**src/rtl/ps2_frame_rx.sv**
```systemverilog
// PS/2 frame receiver: synchronises kbd_clk/kbd_dat, decodes start/data/parity/stop frames, queues words in a FWFT FIFO.
// Optional inactivity abort is enabled by defining PS2_FRAME_RX_TIMEOUT_EN.
module ps2_frame_rx #(
  parameter int DATA_W      = 8,
  parameter int PARITY_MODE = 0,
  parameter int FIFO_DEPTH  = 4,
  parameter int SYNC_STAGES = 2,
  parameter int TIMEOUT_CYC = 50000
) (
  input  logic                          clk,
  input  logic                          resetN,
  input  logic                          kbd_clk,
  input  logic                          kbd_dat,
  output logic [DATA_W-1:0]             dout,
  output logic                          dout_valid,
  input  logic                          dout_ready,
  output logic [$clog2(FIFO_DEPTH):0]   fifo_count,
  output logic                          parity_err,
  output logic                          frame_err,
  output logic                          overflow,
  output logic                          timeout_err
);

  localparam int CNT_W  = $clog2(DATA_W + 1);
  localparam int PTR_W  = $clog2(FIFO_DEPTH);
  localparam int FCNT_W = PTR_W + 1;

  generate
    if (DATA_W < 5 || DATA_W > 9 || PARITY_MODE < 0 || PARITY_MODE > 2 ||
        FIFO_DEPTH < 2 || (FIFO_DEPTH & (FIFO_DEPTH - 1)) != 0 ||
        SYNC_STAGES < 2 || TIMEOUT_CYC < 1) begin : g_param_check
      $error("ps2_frame_rx: illegal parameter value");
    end
  endgenerate

  typedef enum logic [2:0] {
    IDLE  = 3'd0,
    DATA  = 3'd1,
    PAR   = 3'd2,
    STOP  = 3'd3,
    CHECK = 3'd4
  } state_t;

  // Odd mode wants an odd number of ones over data plus parity; even mode an even number.
  function automatic logic parity_ok(input logic [DATA_W-1:0] d, input logic p);
    logic ones_odd;
    ones_odd = (^d) ^ p;
    if (PARITY_MODE == 0) begin
      return ones_odd;
    end else if (PARITY_MODE == 1) begin
      return ~ones_odd;
    end else begin
      return 1'b1;
    end
  endfunction

  logic [SYNC_STAGES-1:0] clk_sync_r;
  logic [SYNC_STAGES-1:0] dat_sync_r;
  logic                   clk_prev_r;
  logic                   fall_s;
  logic                   bit_s;

  // Input synchronisers; reset to the idle-high bus level so no false edge appears at release.
  always_ff @(posedge clk or negedge resetN) begin
    if (!resetN) begin
      clk_sync_r <= {SYNC_STAGES{1'b1}};
      dat_sync_r <= {SYNC_STAGES{1'b1}};
      clk_prev_r <= 1'b1;
    end else begin
      clk_sync_r <= {clk_sync_r[SYNC_STAGES-2:0], kbd_clk};
      dat_sync_r <= {dat_sync_r[SYNC_STAGES-2:0], kbd_dat};
      clk_prev_r <= clk_sync_r[SYNC_STAGES-1];
    end
  end

  assign fall_s = clk_prev_r & ~clk_sync_r[SYNC_STAGES-1];
  assign bit_s  = dat_sync_r[SYNC_STAGES-1];

  state_t              state_r, state_n;
  logic [CNT_W-1:0]    bit_cnt_r, bit_cnt_n;
  logic [DATA_W-1:0]   shift_r, shift_n;
  logic                par_r, par_n;
  logic                stop_r, stop_n;
  logic                push_s;
  logic                perr_s;
  logic                ferr_s;
  logic                tmo_hit_s;

`ifdef PS2_FRAME_RX_TIMEOUT_EN
  localparam int TMO_W = $clog2(TIMEOUT_CYC + 1);
  logic [TMO_W-1:0] tmo_cnt_r, tmo_cnt_n;

  // Inactivity counter: runs only mid-frame and restarts on every detected edge.
  always_comb begin
    tmo_cnt_n = tmo_cnt_r;
    tmo_hit_s = 1'b0;
    if (state_r == DATA || state_r == PAR || state_r == STOP) begin
      if (fall_s) begin
        tmo_cnt_n = {TMO_W{1'b0}};
      end else if (tmo_cnt_r == TMO_W'(TIMEOUT_CYC - 1)) begin
        tmo_hit_s = 1'b1;
        tmo_cnt_n = {TMO_W{1'b0}};
      end else begin
        tmo_cnt_n = tmo_cnt_r + TMO_W'(1);
      end
    end else begin
      tmo_cnt_n = {TMO_W{1'b0}};
    end
  end

  // Inactivity counter register.
  always_ff @(posedge clk or negedge resetN) begin
    if (!resetN) begin
      tmo_cnt_r <= {TMO_W{1'b0}};
    end else begin
      tmo_cnt_r <= tmo_cnt_n;
    end
  end
`else
  assign tmo_hit_s = 1'b0;
`endif

  // Frame decoder next-state and CHECK-cycle verdict.
  always_comb begin
    state_n   = state_r;
    bit_cnt_n = bit_cnt_r;
    shift_n   = shift_r;
    par_n     = par_r;
    stop_n    = stop_r;
    push_s    = 1'b0;
    perr_s    = 1'b0;
    ferr_s    = 1'b0;
    if (tmo_hit_s) begin
      state_n = IDLE;
    end else begin
      case (state_r)
        IDLE: begin
          if (fall_s && !bit_s) begin
            state_n   = DATA;
            bit_cnt_n = {CNT_W{1'b0}};
          end else begin
            state_n = IDLE;
          end
        end
        DATA: begin
          if (fall_s) begin
            shift_n   = {bit_s, shift_r[DATA_W-1:1]};
            bit_cnt_n = bit_cnt_r + CNT_W'(1);
            if (bit_cnt_r == CNT_W'(DATA_W - 1)) begin
              state_n = (PARITY_MODE == 2) ? STOP : PAR;
            end else begin
              state_n = DATA;
            end
          end else begin
            state_n = DATA;
          end
        end
        PAR: begin
          if (fall_s) begin
            par_n   = bit_s;
            state_n = STOP;
          end else begin
            state_n = PAR;
          end
        end
        STOP: begin
          if (fall_s) begin
            stop_n  = bit_s;
            state_n = CHECK;
          end else begin
            state_n = STOP;
          end
        end
        CHECK: begin
          state_n = IDLE;
          if (!stop_r) begin
            ferr_s = 1'b1;
          end else if (!parity_ok(shift_r, par_r)) begin
            perr_s = 1'b1;
          end else begin
            push_s = 1'b1;
          end
        end
        default: begin
          state_n = IDLE;
        end
      endcase
    end
  end

  // Frame decoder registers.
  always_ff @(posedge clk or negedge resetN) begin
    if (!resetN) begin
      state_r   <= IDLE;
      bit_cnt_r <= {CNT_W{1'b0}};
      shift_r   <= {DATA_W{1'b0}};
      par_r     <= 1'b0;
      stop_r    <= 1'b0;
    end else begin
      state_r   <= state_n;
      bit_cnt_r <= bit_cnt_n;
      shift_r   <= shift_n;
      par_r     <= par_n;
      stop_r    <= stop_n;
    end
  end

  logic [DATA_W-1:0] mem_r [FIFO_DEPTH];
  logic [PTR_W-1:0]  rd_ptr_r, rd_ptr_n;
  logic [PTR_W-1:0]  wr_ptr_r, wr_ptr_n;
  logic [FCNT_W-1:0] count_n;
  logic [DATA_W-1:0] head_n;
  logic              pop_s;
  logic              full_s;
  logic              wr_en_s;
  logic              ovf_s;

  // FIFO control; head_n precomputes next cycle's dout so the output stays registered yet first-word-fall-through.
  always_comb begin
    pop_s    = dout_valid & dout_ready;
    full_s   = (fifo_count == FCNT_W'(FIFO_DEPTH));
    wr_en_s  = push_s & (~full_s | pop_s);
    ovf_s    = push_s & full_s & ~pop_s;
    rd_ptr_n = pop_s   ? rd_ptr_r + PTR_W'(1) : rd_ptr_r;
    wr_ptr_n = wr_en_s ? wr_ptr_r + PTR_W'(1) : wr_ptr_r;
    case ({wr_en_s, pop_s})
      2'b10:   count_n = fifo_count + FCNT_W'(1);
      2'b01:   count_n = fifo_count - FCNT_W'(1);
      default: count_n = fifo_count;
    endcase
    if (count_n == {FCNT_W{1'b0}}) begin
      head_n = {DATA_W{1'b0}};
    end else if (wr_en_s && (wr_ptr_r == rd_ptr_n)) begin
      head_n = shift_r;
    end else begin
      head_n = mem_r[rd_ptr_n];
    end
  end

  // FIFO storage, pointers and registered outputs including the error pulses.
  always_ff @(posedge clk or negedge resetN) begin
    if (!resetN) begin
      for (int i = 0; i < FIFO_DEPTH; i++) begin
        mem_r[i] <= {DATA_W{1'b0}};
      end
      rd_ptr_r    <= {PTR_W{1'b0}};
      wr_ptr_r    <= {PTR_W{1'b0}};
      fifo_count  <= {FCNT_W{1'b0}};
      dout        <= {DATA_W{1'b0}};
      dout_valid  <= 1'b0;
      parity_err  <= 1'b0;
      frame_err   <= 1'b0;
      overflow    <= 1'b0;
    end else begin
      if (wr_en_s) begin
        mem_r[wr_ptr_r] <= shift_r;
      end
      rd_ptr_r    <= rd_ptr_n;
      wr_ptr_r    <= wr_ptr_n;
      fifo_count  <= count_n;
      dout        <= head_n;
      dout_valid  <= (count_n != {FCNT_W{1'b0}});
      parity_err  <= perr_s;
      frame_err   <= ferr_s;
      overflow    <= ovf_s;
    end
  end

`ifdef PS2_FRAME_RX_TIMEOUT_EN
  // Timeout pulse register.
  always_ff @(posedge clk or negedge resetN) begin
    if (!resetN) begin
      timeout_err <= 1'b0;
    end else begin
      timeout_err <= tmo_hit_s;
    end
  end
`else
  assign timeout_err = 1'b0;
`endif

endmodule

```
**config.mk**
```make
export PLATFORM = sky130hd
export DESIGN_NAME = ps2_frame_rx
export DESIGN_NICKNAME = d
export VERILOG_FILES = /design/src/rtl/ps2_frame_rx.sv
export SDC_FILE = /design/constraint.sdc
export NUM_CORES = 1
export LEC_CHECK = 0
export ABC_AREA = 0
export CORE_UTILIZATION = 35
export CTS_BUF_LIST = sky130_fd_sc_hd__clkbuf_16
export DETAILED_ROUTE_END_ITERATION = 7
export DONT_BUFFER_PORTS = 1
export SYNTH_ARGS = -nofsm -noshare
export SYNTH_HDL_FRONTEND = slang
export SYNTH_SLANG_ARGS = --single-unit
```
**constraint.sdc**
```tcl
create_clock -name clk -period 5.1 [get_ports clk]
set_input_delay 1.02 -clock clk [delete_from_list [all_inputs] [get_ports clk]]
set_output_delay 1.02 -clock clk [all_outputs]
set_load 0.01 [all_outputs]
```
==> metrics.txt <==
status=finished, final reports clean; clk slew on worst S/H paths=~0.060 ns; Die Span Y=100 um; Final ANT Viol Nets=0; Layout area overhead=11.4%; hold_buf cts=0; DRC=0; sequential-to-total area share from yosys stat=54.2%; Max H-tree Level=3; utilization after layout=40.5%; global-route wire length before repair=between 10000 and 15000 um; CORE AREA=between 9000 and 10000 um^2; Buffers on Ports=0; Synth Cell Area=between 3000 and 4000 um^2; post-synth net total=roughly 280; crit share post-route=between 70% and 80%; Synth async-reset ratio=between 90% and 100%; Syn Inst Count=about 270; crit-path cells=or4bb_1, a211o_1, mux2i_4, inv_1, ha_1, fa_1, xnor2_1, or3_1, nand3_1, nand2_1, mux2i_1; Final Setup Violations=0; Min-Delay Path Depth=0; Final nets=around 280; worst-path fanout max=17; via count=between 1500 and 2000; CP peak stage delay=about 0.56 ns; vias in the first global route=2019; Max Slew Vio Count=0; first-pass iteration count of the detailed router=4; CP bufs+invs=1; clk buf depth=2; total die area=between 10000 and 15000 um^2; worst reg2reg path depth=11; Clock Tree Root=clkbuf_16; setup TNS=0 ns; Mean Syn Cell Area=~13 um^2; largest net degree at the start of global routing=74; GR Overflow Total=0; Crit Path Class=reg -> reg; Synth Warn #=0; Rel. slew slack=approximately a third; leakage=around 0.0018 uW; cell area power density=between 400 and 500 nW/um^2; clk sinks=73; final RePlAce weighted congestion=0.820; synth unique cells=44; Post-synth EDFFs=0; gr usage total=between 10% and 20%; starting density of the core=between 30% and 40%; Worst path depth=11; std cell rows=35; Setup crit end kind=flop; Worst VDD drop=141 uV; vias per std cell=~4.9; Period minus WS final=~3.9 ns; Worst path slowest cell=or4bb_1; CTS Buf Count=9; FMAX=256 MHz; Worst path top cell family by delay=simple AND/OR/NAND/NOR gates; initial antenna violation count=0; layout cell share with drive strength beyond 1=about a fifth; most common cell after layout, fill and taps aside=dfrtp_1; TritonCTS clock tree=done; min-delay worst type=reg -> reg; Setup Fix Bufs, Post-CTS=0; Worst Max-Slew Pin Slew=roughly 0.98 ns; top_reg_cell synth=dfrtp_1; drt wl/cell=around 15 um; Fin. Hold Viols=0; clock skew after layout=around 0.0074 ns; Worst EP arrival=a little over 4 ns; DIE WIDTH=roughly 100 um; IO Count=21; Yosys reg bits=73; most frequent cells in the layout=68 x dfrtp_1, 49 x nand2_1, 20 x mux2_2; HPWL Detailed=a little under 4000 um; Skew-Pair Late Insertion Delay=between 0.3 and 0.4 ns; element type at the critical path start=flop; Crit path required time=5.34 ns; ANT cells=0; RSZ-0062 raised after global routing=false; max cap viols=0; Post-CTS Resized=0; Detailed Route Iter0 Violations=between 60 and 70; total wire length=6100 um
## final timing paths
| kind | start | slack [ns] | end |
|---|---|---|---|
| worst max register to register | state_r[0] | 1.19 | dout[5] |
| max in group asynchronous | resetN | 4.51 | dat_sync_r[1] |
| worst max-delay path | state_r[0] | 1.19 | dout[5] |
| worst min-delay path | clk_sync_r[0] | 0.35 | clk_sync_r[1] |
| worst min register to register | clk_sync_r[0] | 0.35 | clk_sync_r[1] |
| min in group asynchronous | resetN | 0.39 | bit_cnt_r[0] |
## cell type report
type | instances | area (um^2)
multi-input cells | 175 | 1460
flip-flops and latches | 73 | 1830
fillers | 911 | 5520
clock buffers | 9 | 225
inverters | 6 | 22.5
clock inverters | 7 | 62.6
well taps | 129 | 161
## power by group
group          internal, uW  switching (uW)  leakage [uW]
registers               638             101      0.000977
clock network           373             231      0.000142
logic                   136             143      0.000718
total                  1150             476       0.00184
## registers in the layout, summed over array words and instances (netlist names)
signal	flops
mem_r	32
dout	8
shift_r	8
bit_cnt_r	4
fifo_count	3
state_r	3
clk_sync_r	2
dat_sync_r	2
rd_ptr_r	2
wr_ptr_r	2
clk_prev_r	1
dout_valid	1
frame_err	1
overflow	1
par_r	1
parity_err	1
stop_r	1
## synthesized netlist by cell type, types with 2 or more instances
library cell / instances / area (um^2)
nand2_4: 4 / 45.0
buf_4: 3 / 22.5
mux2i_1: 9 / 90.1
nand2_1: 49 / 184
dfstp_2: 5 / 131
nand3_1: 5 / 25.0
nor2b_1: 2 / 12.5
mux4_2: 8 / 180
xnor3_1: 2 / 45.0
nor2_1: 7 / 26.3
a21oi_1: 3 / 15.0
dfrtp_1: 68 / 1700
xnor2_1: 6 / 52.6
mux2_2: 20 / 225
and2_1: 2 / 12.5
nor3_1: 2 / 10.0
o21ai_0: 4 / 20.0
o211ai_1: 2 / 15.0
a211oi_1: 3 / 22.5
clkbuf_1: 6 / 22.5
buf_2: 4 / 20.0
a211o_1: 2 / 17.5
xor2_1: 5 / 43.8
nand2b_1: 2 / 12.5
mux2_1: 15 / 169
ha_1: 6 / 75.1
inv_1: 6 / 22.5
## per-layer routing
layer | vias up | global-route usage [%] | share of wire (%)
met5 | - | 0 | 0
met4 | 0 | 7.02 | 2.0
met3 | 9 | 2.58 | 1.7
met2 | 31 | 22.3 | 48
met1 | 991 | 18.2 | 48
li1 | 918 | - | -
## kinds of logic after synthesis
kind of cell	Yosys count	share of synthesized area [%]
AO/OA/AOI/OAI	17	3.37
XOR/XNOR	13	4.18
adder cells (fa/ha/maj)	7	2.81
buffers and inverters	19	2.59
flip-flops	73	54.2
multiplexers	53	20.3
other	1	0.111
AND/OR/NAND/NOR	84	12.4
## per-stage QoR
stage / total power, uW / hold WS [ns] / area (um^2) / std cells / setup slack [ns]
after floorplan: 981 / 0.345 / 3380 / 267 / 1.42
after global placement: 1030 / 0.346 / 3480 / 383 / 1.20
after detailed placement: 1030 / 0.347 / 3480 / 383 / 1.14
after CTS: 1640 / 0.355 / 3760 / 399 / 1.18
after global routing: 1710 / 0.357 / 3760 / 399 / 0.924
final: 1620 / 0.355 / 3760 / 399 / 1.19
(Power assumes the default switching activity.)
